===== src/rtl/stbus_slot_sched.sv =====
`timescale 1ns/1ps
// ST-BUS frame locker and 32-slot requester scheduler.
// Tracks frame/slot/bit position from f0 and issues per-requester tx/rx bit strobes.
module stbus_slot_sched #(
  parameter int NREQ     = 4,
  parameter int GOOD_MIN = 2,
  parameter int MISS_MAX = 3
) (
  input  logic            c4,
  input  logic            rst,
  input  logic            f0,
  input  logic            cfg_we,
  input  logic [4:0]      cfg_slot,
  input  logic            cfg_valid,
  input  logic [1:0]      cfg_owner,
  output logic [4:0]      slot,
  output logic [2:0]      bitn,
  output logic            sof,
  output logic            locked,
  output logic [NREQ-1:0] grant,
  output logic [NREQ-1:0] tx_en,
  output logic [NREQ-1:0] rx_en
);

  typedef enum logic [1:0] {
    HUNT  = 2'd0,
    CHECK = 2'd1,
    LOCK  = 2'd2
  } state_t;

  // Owners at or above NREQ never match a requester bit, so they read as idle.
  function automatic logic [NREQ-1:0] owner_onehot(input logic valid, input logic [1:0] owner);
    logic [NREQ-1:0] oh;
    oh = '0;
    for (int i = 0; i < NREQ; i++) begin
      oh[i] = valid & (owner == 2'(i));
    end
    return oh;
  endfunction

  state_t          state_r;
  state_t          state_s;
  logic [8:0]      cnt_r;
  logic [8:0]      cnt_s;
  logic [7:0]      good_r;
  logic [7:0]      good_s;
  logic [7:0]      miss_r;
  logic [7:0]      miss_s;
  logic [2:0]      map_r [0:31];
  logic            own_valid_r;
  logic            own_valid_s;
  logic [1:0]      own_r;
  logic [1:0]      own_s;
  logic [2:0]      entry_s;
  logic [NREQ-1:0] grant_s;
  logic            f0_low_s;
  logic            frame_end_s;
  logic            expected_s;
  logic            slot_start_s;

  // Frame FSM next-state: hunt for f0, confirm alignment, then flywheel.
  always_comb begin
    state_s     = state_r;
    cnt_s       = cnt_r + 9'd1;
    good_s      = good_r;
    miss_s      = miss_r;
    f0_low_s    = ~f0;
    frame_end_s = (cnt_r == 9'd511);
    expected_s  = f0_low_s & frame_end_s;
    case (state_r)
      HUNT: begin
        if (f0_low_s) begin
          cnt_s   = 9'd0;
          good_s  = 8'd0;
          state_s = CHECK;
        end else begin
          state_s = HUNT;
        end
      end
      CHECK: begin
        if (expected_s) begin
          good_s = good_r + 8'd1;
          if (good_s == 8'(GOOD_MIN)) begin
            state_s = LOCK;
            miss_s  = 8'd0;
          end else begin
            state_s = CHECK;
          end
        end else if (f0_low_s) begin
          cnt_s  = 9'd0;
          good_s = 8'd0;
        end else if (frame_end_s) begin
          state_s = HUNT;
        end else begin
          state_s = CHECK;
        end
      end
      LOCK: begin
        // A one-cycle-early pulse is an error here and the missing pulse after it is another.
        if (expected_s) begin
          miss_s = 8'd0;
        end else if (f0_low_s | frame_end_s) begin
          miss_s = miss_r + 8'd1;
          if (miss_s == 8'(MISS_MAX)) begin
            state_s = HUNT;
          end else begin
            state_s = LOCK;
          end
        end else begin
          miss_s = miss_r;
        end
      end
      default: begin
        state_s = HUNT;
      end
    endcase
  end

  // Slot owner latch and lock-gated grant for the cycle being decoded.
  always_comb begin
    slot_start_s = (cnt_r[3:0] == 4'd0);
    entry_s      = map_r[cnt_r[8:4]];
    own_valid_s  = own_valid_r;
    own_s        = own_r;
    grant_s      = '0;
    if (slot_start_s) begin
      own_valid_s = entry_s[2];
      own_s       = entry_s[1:0];
    end else begin
      own_valid_s = own_valid_r;
      own_s       = own_r;
    end
    if (state_r == LOCK) begin
      grant_s = owner_onehot(own_valid_s, own_s);
    end else begin
      grant_s = '0;
    end
  end

  // Frame FSM, position counter and owner latch registers.
  always_ff @(posedge c4 or posedge rst) begin
    if (rst) begin
      state_r     <= HUNT;
      cnt_r       <= 9'd0;
      good_r      <= 8'd0;
      miss_r      <= 8'd0;
      own_valid_r <= 1'b0;
      own_r       <= 2'd0;
    end else begin
      state_r     <= state_s;
      cnt_r       <= cnt_s;
      good_r      <= good_s;
      miss_r      <= miss_s;
      own_valid_r <= own_valid_s;
      own_r       <= own_s;
    end
  end

  // Slot map storage; a write on a slot-start edge is seen from the next occurrence.
  always_ff @(posedge c4 or posedge rst) begin
    if (rst) begin
      for (int i = 0; i < 32; i++) begin
        map_r[i] <= 3'd0;
      end
    end else if (cfg_we) begin
      map_r[cfg_slot] <= {cfg_valid, cfg_owner};
    end
  end

  // Registered outputs, one cycle behind the position counter.
  always_ff @(posedge c4 or posedge rst) begin
    if (rst) begin
      slot   <= 5'd0;
      bitn   <= 3'd0;
      sof    <= 1'b0;
      locked <= 1'b0;
      grant  <= '0;
      tx_en  <= '0;
      rx_en  <= '0;
    end else begin
      slot   <= cnt_r[8:4];
      bitn   <= cnt_r[3:1];
      sof    <= (cnt_r == 9'd0);
      locked <= (state_r == LOCK);
      grant  <= grant_s;
      tx_en  <= cnt_r[0] ? '0 : grant_s;
      rx_en  <= cnt_r[0] ? grant_s : '0;
    end
  end

endmodule


===== config.mk =====
export PLATFORM = sky130hd
export DESIGN_NAME = stbus_slot_sched
export DESIGN_NICKNAME = d
export VERILOG_FILES = /design/src/rtl/stbus_slot_sched.sv
export SDC_FILE = /design/constraint.sdc
export NUM_CORES = 1
export LEC_CHECK = 0
export CAP_MARGIN = 20
export CORE_AREA = 2 2 107 109
export DETAILED_ROUTE_END_ITERATION = 7
export DIE_AREA = 0 0 109 111
export PLACE_DENSITY = 0.86
export SETUP_SLACK_MARGIN = 0.1
export SYNTH_ARGS = -nofsm -noshare
export SYNTH_HDL_FRONTEND = slang
export SYNTH_SLANG_ARGS = --single-unit

===== constraint.sdc =====
create_clock -name c4 -period 7.9 [get_ports c4]
set_input_delay 1.58 -clock c4 [delete_from_list [all_inputs] [get_ports c4]]
set_output_delay 1.58 -clock c4 [all_outputs]
set_load 0.01 [all_outputs]

Word level (Yosys, flattened, before mapping)
Index checks and enable logic that the tools add are counted.
{"block": "word_totals", "regBits": 148, "in_bits": 12, "out_inout_bits": 22}
{"block": "classes", "add_sub_neg": 3, "n_lt_le_gt_ge": 3, "n_eq_ne": 14, "mux": 31, "n_bitwise": 9, "n_reduce_logical": 9}
{"op": "96-bit bitwise mux", "count": 1}
{"op": "8-bit 2-to-1 mux", "count": 6}
{"op": "8-bit one-hot mux with 2 select lines", "count": 2}
{"op": "9-bit 2-to-1 mux", "count": 2}
{"op": "9-bit one-hot mux with 2 select lines", "count": 1}
{"op": "8-bit by 1-bit adder with 8-bit output (second input constant)", "count": 2}
{"op": "8-bit by 2-bit equality test with 1-bit output (second input constant)", "count": 2}
{"op": "3-bit binary-select mux with 5-bit select", "count": 1}
{"op": "3-bit demux with 5-bit select", "count": 1}
{"op": "2-bit 2-to-1 mux", "count": 7}
{"op": "6-bit >= comparator (second input constant)", "count": 2}
{"op": "4-bit 2-to-1 mux", "count": 3}
{"op": "5-bit NOT with 6-bit output", "count": 2}
{"op": "9-bit by 1-bit adder with 9-bit output (second input constant)", "count": 1}
{"op": "9-bit equality test (second input constant)", "count": 1}
{"op": "9-bit zero test", "count": 1}
{"op": "3-bit 2-to-1 mux", "count": 3}
{"op": "2-bit inequality test (second input constant)", "count": 4}
{"op": "2-bit equality test (second input constant)", "count": 3}
{"op": "6-bit by 1-bit less-than comparator with 1-bit output (second input constant)", "count": 1}
{"op": "3-bit inequality test (second input constant)", "count": 2}
{"op": "2-bit one-hot mux with 3 select lines", "count": 1}
{"op": "1-bit AND", "count": 5}
{"op": "2-bit by 1-bit equality test with 1-bit output (second input constant)", "count": 2}
{"op": "9 further kinds", "count": 13}

Logic depth before layout (Yosys ltp)
Gate-level depths: netlist of the first run.
{"block": "depth", "ltp_word": 9, "depth_mapped": 13, "depth_no_buf": 9}

Least setup slack after synthesis of the first run
No wires, ideal clock.
{"block": "synth_path", "path_kind": "input port to flip-flop", "from": "input f0", "to": "register good_r[7]", "t_arrival_ns": 2.886, "required_ns": 7.817, "slack_ns": 4.932, "path_stages": 6, "path_buffers": 2, "path_cell_list": "nand2b_1 clkbuf_1 or3b_2 clkbuf_1 or3_1 o21ai_0"}
{"block": "synth_via", "elab_chain_cells": 4, "elab_cells_between_ends": 5, "cone_classes": "mux (3); bitwise (2)"}
{"element": "start: declaration", "line_no": "11", "text": "input logic f0,"}
{"element": "1-bit NOT", "line_no": "67", "text": "f0_low_s = ~f0;"}
{"element": "1-bit AND", "line_no": "69", "text": "expected_s = f0_low_s & frame_end_s;"}
{"element": "8-bit 2-to-1 mux", "line_no": "81", "text": "if (expected_s) begin"}
{"element": "8-bit one-hot mux with 2 select lines (*)", "line_no": "70", "text": "case (state_r)"}
{"element": "end signal: assignment", "line_no": "152", "text": "good_r <= good_s;"}
{"element": "end: declaration", "line_no": "45", "text": "logic [7:0] good_r;"}
Every way passes the cells marked *; elsewhere a longest branch is shown, timed or not.
A chain may end at the register's enable or synchronous reset.

Final worst setup path of the first run
{"block": "layout_path", "from": "register cnt_r[4]", "to": "register miss_r[1]"}
{"block": "layout_via", "elab_chain_cells": 4, "elab_cells_between_ends": 8, "cone_classes": "eq/ne (3); mux (2); bitwise (2); reduce/logical (1)"}
{"element": "start: declaration", "line_no": "43", "text": "logic [8:0] cnt_r;"}
{"element": "start signal: assignment", "line_no": "151", "text": "cnt_r <= cnt_s;"}
{"element": "9-bit equality test (*)", "line_no": "68", "text": "frame_end_s = (cnt_r == 9'd511);"}
{"element": "1-bit AND / 1-bit OR (equally long branches)", "line_no": "69, 102"}
{"element": "3-bit inequality test (no source line) (tied with other cells)"}
{"element": "4-bit AND reduction (no source line) / 8-bit one-hot mux with 2 select lines (equally long branches)"}
{"element": "end signal: assignment", "line_no": "153", "text": "miss_r <= miss_s;"}
{"element": "end: declaration", "line_no": "47", "text": "logic [7:0] miss_r;"}
Marked as above.

==> flow_summary.ini, run 1 <==
[sta]
fmax_mhz = 289
clock_skew_ps = 6.75
drv_slew = 0
worst_pin_slew_ps = 988
hold_viol_final = 0
period_minus_slack_ps = 3460
setup_violations = 0
period_share = 0.438
tns_ps = 0
relSlewSlack = 0.341
grt_setup_unrepaired = false

[run_status]
status = completed

[finish]
areaGrowthSynthToFinish_pct = 15.5
diodes = 0
drive_above_1_share = 0.285
nNetsFinal = 603

[clock_network]
cts_setup_buffers = 0
cts_tree = yes
hold_buffers = 0
ctsResizeCount = 0
cts_buffers = 17
htreeDepth = 4
insertion_delay_ps = 420
path_clk_slew_ps = 60
clk_path_buf_depth = 2
clock_sinks = 148
root_buffer = clkbuf_16

[synthesis]
ys_seq_area_frac = 0.531
synth_ff_type = dfrtp_1
synth_cells = 555
yosys-top-cells-count = dfrtp_1, mux2_2, nand2_1
post-synth-top-count-cell = dfrtp_1
synthDistinctLibCells = 58
yosysTopAreaCell = dfrtp_1
yosysWarnings = 0
syn_area_per_cell_um2 = 12.6
ys_ff_latch = 148
synth_edf_count = 0
synth_top_area_frac = 0.531
syn-num-nets = 574
syn_area_mm2 = 0.00697
async_flop_share = 1.00
ys_top_cells_by_area = dfrtp_1, mux2_2, mux4_2, mux2i_1, nand2_1

[global_routing]
grt_max_degree = 80
grt_pass1_vias = 4984
grt.total_usage = 0.270
grt_first_pass_wirelength_um = 25000
grt_overflow = 0
antenna_found_initial = 0

[die]
die_width_um = 109
io_pins = 34
core_mm2 = 0.0111
row_count = 39
start_util = 0.630
die_h_um = 111
die-area_mm2 = 0.0121

[worst_setup_path]
worstSetupPathType = flip-flop to flip-flop
worst_setup_path_end_kind = flip-flop
arrival_ps = 3730
worstPathMaxFanout = 24
startpoint_type = flip-flop
critPathRequiredTime_ps = 8160

[place]
gp_congestion = 0.899
portBuffers = 33
place_hpwl_um = 9890

[power]
powerDensity_mw_per_mm2 = 247
vdd_drop_max_mv = 0.164
p_leak_nw = 3.43
total_power_mw = 1.99

[route]
drt_pass1_iterations = 4
ant_nets = 0
wirelength_um = 15100
vias = 4694
avgViaCountPerCell = 6.34
drc_errors = 0
first_iter_violations = 302
wl_per_cell_um = 20.3

[worst_hold_path]
min_path_type = flip-flop to flip-flop

[run]
drv_cap = 0
[worst paths after layout]
check,slack [ps],cells after the start,end,start
max reg2reg,4440,8,miss_r[1],cnt_r[4]
min,490,0,bitn[0],cnt_r[1]
max in group asynchronous,4880,3,cnt_r[4],rst
min in group asynchronous,1650,2,good_r[4],rst
max,4440,8,miss_r[1],cnt_r[4]
min reg2reg,490,0,bitn[0],cnt_r[1]
[routing by layer]
metal	vias to the layer above	global-route usage	routed length (um)
li1	2107	-	-
met1	2412	0.363	6200
met2	149	0.431	7760
met3	26	0.0564	814
met4	0	0.103	279
met5	-	0	0
[cell type report]
cell class | count | area (um2)
Inverter | 12 | 52.6
Multi-Input combinational cell | 367 | 3090
Clock inverter | 14 | 176
Timing Repair Buffer | 38 | 413
Clock buffer | 18 | 439
Tap cell | 143 | 179
Sequential cell | 148 | 3700
Fill cell | 716 | 3020
[through the flow]
step                hold slack [ps]  instances  setup slack (ps)  utilization  area (um2)
detailed placement              460        705              4230        0.666        7370
CTS                             484        737              4380        0.721        7990
floorplan                       362        555              2340            -        6970
global route                    510        740              4170        0.727        8060
global placement                444        705              4340        0.666        7370
finish                          487        740              4440        0.727        8060
[worst max-delay path: stages, from the launching register on]
cell and delay [ps]:
dfrtp_2 630, buf_4 500, nand2_1 160, nor3_1 310, ha_1 330, nand4b_1 120
or4_1 560, a211oi_2 510, o32ai_1 190
[placed cells by master, fill, tap and decap left out, types with 4 or more instances in the layout]
master | synthesis | final
dfrtp_1 | 148 | 147
mux2_2 | 98 | 98
nand2_1 | 44 | 44
clkdlybuf4s50_1 | 0 | 33
nor2_1 | 30 | 30
mux2i_1 | 19 | 19
clkbuf_16 | 0 | 18
mux4_2 | 15 | 15
o21ai_0 | 14 | 14
o22ai_1 | 12 | 12
nand3_1 | 11 | 11
nor3_1 | 10 | 10
inv_1 | 11 | 10
a31oi_1 | 9 | 9
nor3b_1 | 8 | 8
a21oi_1 | 7 | 7
ha_1 | 7 | 7
xnor2_1 | 6 | 6
nand3b_1 | 6 | 6
or3_1 | 5 | 5
nand2b_1 | 4 | 4
nand4_1 | 4 | 4
and3_1 | 4 | 4
or3b_2 | 4 | 4
nor4_1 | 4 | 4
inv_6 | 0 | 4
clkinv_4 | 0 | 4
[kinds of logic after synthesis]
kind of cell	after synthesis	share of synthesized area
multiplexers	132	0.234
AND/OR/NAND/NOR	154	0.121
AO/OA/AOI/OAI	65	0.0646
buffers and inverters	40	0.0255
flip-flops	148	0.531
adder cells (fa/ha/maj)	7	0.0126
XOR/XNOR	9	0.0113
[state kept, by name (all words and copies together) (netlist names)]
| signal | count |
|---|---|
| own_r | 2 |
| cnt_r | 9 |
| miss_r | 8 |
| good_r | 8 |
| own_valid_r | 1 |
| slot | 5 |
| rx_en | 4 |
| sof | 1 |
| state_r | 2 |
| grant | 4 |
| locked | 1 |
| bitn | 3 |
| tx_en | 4 |
| map_r | 96 |
[power by group]
| part | switching [mW] | internal (mW) | total (mW) |
|---|---|---|---|
| logic | 0.105 | 0.129 | 0.234 |
| clock network | 0.320 | 0.508 | 0.829 |
| registers | 0.0618 | 0.863 | 0.924 |
Power figures use the tool's default switching activity.
==> run 2, diff against run 1 <==
--- a/config.mk
+++ b/config.mk
@@ -6,10 +6,10 @@
 export NUM_CORES = 1
 export LEC_CHECK = 0
 export CAP_MARGIN = 20
-export CORE_AREA = 2 2 107 109
+export CORE_AREA = 2 2 111 113
 export DETAILED_ROUTE_END_ITERATION = 7
-export DIE_AREA = 0 0 109 111
-export PLACE_DENSITY = 0.86
+export DIE_AREA = 0 0 113 115
+export PLACE_DENSITY = 0.81
 export SETUP_SLACK_MARGIN = 0.1
 export SYNTH_ARGS = -nofsm -noshare
 export SYNTH_HDL_FRONTEND = slang
==> constraint.sdc (replaced) <==
create_clock -name c4 -period 3.5 [get_ports c4]
set_input_delay 0.7 -clock c4 [delete_from_list [all_inputs] [get_ports c4]]
set_output_delay 0.7 -clock c4 [all_outputs]
set_load 0.01 [all_outputs]
==> run 2 against run 1 <==
  * The run now ends with design-rule violations left
  * Register-to-register slack lost 3900 ps
  * Critical path type unchanged
  * Via count shrank 0.38%
  * Total power grew 130%
  * Final cell count grew 1.2%
  * Cell area grew 1.1%
  * Clock skew grew 2.6 ps
  * Critical endpoint unchanged
==> flow_summary.ini, run 2 (synthesized netlist as in run 1, its figures left out) <==
[route]
drt_pass1_iterations = 7
vias = 4676
ant_nets = 0
drc_errors = 3
avgViaCountPerCell = 6.24
first_iter_violations = 560
wl_per_cell_um = 20.3
wirelength_um = 15200

[finish]
drive_above_1_share = 0.289
finalCoreUtilization = 0.690
final_common_cell = dfrtp_1
largestRegisters = map_r (96), cnt_r (9)
top_register = map_r
areaGrowthSynthToFinish_pct = 16.8
fin_area_mm2 = 0.00814
nNetsFinal = 609
diodes = 0
layout_common_cells = dfrtp_1, mux2_2, nand2_1
finalNonFillerCells = 749
largest_register_ffs = 96

[worst_setup_path]
startpoint_type = flip-flop
worst_setup_path_end_kind = flip-flop
arrival_ps = 3200
critPathRequiredTime_ps = 3770
reg2regPathDepth = 8
worstPathMaxFanout = 9
worstSetupPathType = flip-flop to flip-flop

[run_status]
status = finished, violations left
violations = design-rule violations

[global_routing]
grt_pass1_vias = 4793
antenna_found_initial = 0
grt.total_usage = 0.247
grt_first_pass_wirelength_um = 24600
grt_max_degree = 107
grt_overflow = 0

[die]
die-area_mm2 = 0.0130
row_count = 40
core_mm2 = 0.0118
start_util = 0.590
die_width_um = 113
io_pins = 34
die_h_um = 115

[worst_hold_path]
min_path_type = flip-flop to flip-flop
hold_depth = 0

[place]
portBuffers = 33
place_hpwl_um = 9720
gp_congestion = 0.897
dp.cells = 716
dpl_cell_area_mm2 = 0.00744

[clock_network]
path_clk_slew_ps = 60
cts_setup_buffers = 0
ctsResizeCount = 0
clk_path_buf_depth = 2
cts_buffers = 17
root_buffer = clkbuf_16
clock_sinks = 148
hold_buffers = 0
htreeDepth = 4
cts_tree = yes
insertion_delay_ps = 430

[sta]
setup_violations = 0
clock_skew_ps = 9.30
relSlewSlack = 0.487
period_minus_slack_ps = 2940
hold_viol_final = 0
fmax_mhz = 341
drv_slew = 0
period_share = 0.839
tns_ps = 0
hold-worst-slack_ps = 474
worst_pin_slew_ps = 767
grt_setup_unrepaired = false

[power]
powerDensity_mw_per_mm2 = 568
vdd_drop_max_mv = 0.331
p_leak_nw = 3.48

[run]
drv_cap = 0
[run 2: worst max-delay path: stages, from the launching register on]
cell      delay (ps)
dfrtp_1          540
ha_1             240
nand3_1          150
nor3_1           190
ha_1             260
nand4b_1         110
or4_1            560
a211oi_2         530
o32ai_1          200
[run 2: power breakdown]
group | switching [mW] | internal, mW
registers | 0.139 | 1.95
clock network | 0.677 | 1.33
logic | 0.236 | 0.295
[run 2: cell type report]
| cell class | count | area, um2 |
|---|---|---|
| multi-input cells | 367 | 3090 |
| clock inverters | 9 | 174 |
| clock buffers | 22 | 484 |
| well taps | 147 | 184 |
| inverters | 12 | 51.3 |
| fillers | 824 | 3670 |
| repair buffers | 44 | 453 |
| flip-flops and latches | 148 | 3700 |
[run 2: path summary, 6_finish.rpt]
path                           from        end  slack [ps]
setup / recovery           cnt_r[0]  miss_r[1]         560
hold / removal             cnt_r[8]    slot[4]         470
setup reg to reg           cnt_r[0]  miss_r[1]         560
hold reg to reg            cnt_r[8]    slot[4]         470
max in group asynchronous       rst   cnt_r[4]        2250
min in group asynchronous       rst    slot[1]         770
[run 2: routing by layer]
metal / global-route usage / wire length [um]
met1: 0.317 / 6470
met2: 0.406 / 7600
met3: 0.0590 / 744
met4: 0.108 / 377
met5: 0 / 0
[run 2: per-stage QoR]
stage / power (mW) / setup WS, ps
floorplan: 2.46 / 774
global placement: 2.58 / 729
detailed placement: 2.63 / 604
CTS: 4.65 / 590
global route: 4.81 / 347
finish: 4.63 / 564
==> run 3, diff against run 2 <==
--- a/config.mk
+++ b/config.mk
@@ -6,10 +6,10 @@
 export NUM_CORES = 1
 export LEC_CHECK = 0
 export CAP_MARGIN = 20
-export CORE_AREA = 2 2 111 113
+export CORE_AREA = 2 2 117 119
 export DETAILED_ROUTE_END_ITERATION = 7
-export DIE_AREA = 0 0 113 115
-export PLACE_DENSITY = 0.81
+export DIE_AREA = 0 0 119 121
+export PLACE_DENSITY = 0.77
 export SETUP_SLACK_MARGIN = 0.1
 export SYNTH_ARGS = -nofsm -noshare
 export SYNTH_HDL_FRONTEND = slang
==> constraint.sdc (replaced) <==
create_clock -name c4 -period 2.5 [get_ports c4]
set_input_delay 0.5 -clock c4 [delete_from_list [all_inputs] [get_ports c4]]
set_output_delay 0.5 -clock c4 [all_outputs]
set_load 0.01 [all_outputs]
==> run 3 against run 2 <==
  * The run now ends clean
  * Clock power is 45% higher
  * Largest power group unchanged
  * Cell area is 6.0% higher
  * Sequential power up 40%
  * Routed wire length up 2.1%
==> flow_summary.ini, run 3 (synthesized netlist as in run 1, its figures left out) <==
[route]
met1Wirelength_um = 6930
vias = 4844
dr_wl_met3_um = 631
dr_wl_met2_um = 7580
wl_per_cell_um = 19.0
wirelength_um = 15500
first_iter_violations = 307
ant_nets = 0
top_layer = met4
avgViaCountPerCell = 5.92
drt_pass1_iterations = 5
drc_errors = 0

[worst_hold_path]
hold_end = bitn[0]
min_path_type = flip-flop to flip-flop
hold_depth = 0
hold_path_startpoint = cnt_r[1]

[worst_setup_path]
worst_setup_path_end_kind = flip-flop
startpoint_type = flip-flop
startpoint = cnt_r[4]
critPathMaxStageDelay_ps = 530
r2r_start = cnt_r[4]
regToRegSetupSlack_ps = 150
worstPathMaxFanout = 15
reg2regPathDepth = 6
critPathRequiredTime_ps = 2800
cp_slowest_cell = mux4_2
crit_family = compound AO/OA/AOI/OAI gates
worstSetupPathType = flip-flop to flip-flop
path_cells = buf_12, buf_4, mux4_2, a311oi_2, a311o_2, nor3b_1
r2r_end = grant[0]
arrival_ps = 2650
critical_path_buf_inv_count = 2

[power]
p_int_mw = 5.10
clock_power_share = 0.439
switchingPower_mw = 1.53
p_leak_nw = 3.72
seqPwrFrac = 0.440
combPwrFrac = 0.122
powerDensity_mw_per_mm2 = 768
sw_frac_of_total = 0.231
vdd_drop_max_mv = 0.612

[global_routing]
antenna_found_initial = 0
grt_pass1_vias = 4911
grt.total_usage = 0.229
grt_first_pass_wirelength_um = 25400
grt_overflow = 0
grt_max_degree = 92

[place]
dpl_cell_area_mm2 = 0.00779
gp_congestion = 0.837
portBuffers = 33
place_hpwl_um = 10400

[die]
start_util = 0.533
io_pins = 34
die_width_um = 119
row_count = 42
core_mm2 = 0.0131
die-area_mm2 = 0.0144
die_h_um = 121

[sta]
grt_setup_unrepaired = true
hold-worst-slack_ps = 464
fmax_mhz = 425
period_minus_slack_ps = 2350
period_share = 0.941
relSlewSlack = 0.680
setup_violations = 0
worst_pin_slew_ps = 480
drv_slew = 0
clock_skew_ps = 8.21
hold_viol_final = 0

[clock_network]
cts_tree = yes
hold_buffers = 0
clock_sinks = 148
root_buffer = clkbuf_16
htreeDepth = 4
clk_path_buf_depth = 2
path_clk_slew_ps = 60
cts_buffers = 17
insertion_delay_ps = 430

[finish]
largestRegisters = map_r (96), cnt_r (9)
diodes = 0
layout_common_cells = dfrtp_1, mux2_2, buf_4
fin_area_mm2 = 0.00863
drive_above_1_share = 0.355
area.sequential_mm2 = 0.00371
largest_register_ffs = 96
fill_cells = 897
final_common_cell = dfrtp_1
top_register = map_r
nNetsFinal = 648
multi_input_area_mm2 = 0.00323
areaGrowthSynthToFinish_pct = 23.8
finalCoreUtilization = 0.660

[run_status]
status = completed

[run]
drv_cap = 0
run 3: cell count changes in the layout (fill, tap and decap cells not counted), moves of 2 or more:
cell and delta:
buf_12 +2, clkbuf_8 -2, nor4_4 +2, clkinvlp_4 +3
mux2i_1 -2, mux2i_2 +2, buf_4 +37, nor4b_1 -2
clkinv_2 -2
run 3: routing by layer:
layer / global-route usage / vias up
met4: 0.0893 / 0
met5: 0 / -
met3: 0.0493 / 32
li1: - / 2200
met2: 0.374 / 130
met1: 0.301 / 2482
run 3: power groups by stage:
stage	clock, mW	combinational, mW	sequential (mW)
CTS	2.94	0.776	2.91
global placement	0	0.733	2.93
detailed placement	0	0.767	2.95
finish	2.91	0.806	2.92
floorplan	0	0.567	2.88
global route	3.05	0.876	2.95
run 3: layout make-up:
| cell class | instances | area share |
|---|---|---|
| multi-input combinational | 368 | 0.374 |
| tap | 176 | 0.0255 |
| clock inverter | 12 | 0.0261 |
| timing repair buffer | 82 | 0.0861 |
| inverter | 12 | 0.00594 |
| sequential | 148 | 0.429 |
| clock buffer | 20 | 0.0529 |
run 3: worst register-to-register path, delay by kind of cell, from the launching register on:
family                 cells  cell delay (ps)
AOI/OAI and AO/OA          2              810
muxes                      1              530
and+or+nand+nor            1               90
buffers and inverters      2              350
DFF                        1              450
run 3: through the flow:
step	power, mW	setup TNS, ps	setup slack [ps]	instances
floorplan	3.45	0	104	555
global placement	3.66	0	66.8	779
detailed placement	3.71	-299	-78.6	779
CTS	6.62	0	76.9	815
global route	6.88	0	79.8	818
finish	6.63	0	147	818
run 3: worst max path at each step:
stage                end  slack (ps)  cells after the start
2_1_floorplan  good_r[7]         100                     12
3_3_place_gp    rx_en[3]          70                      7
3_5_place_dp    rx_en[1]         -80                      6
4_1_cts         rx_en[1]          80                      7
5_1_grt         tx_en[0]          80                      7
6_report        grant[0]         150                      6
run 3: timing repair:
action,CTS,global route
gates resized for setup,2,17
setup buffers,4,2
endpoints found under the setup margin,20,18
gates cloned,0,1
pin swaps,1,4
hold endpoints to repair,0,0
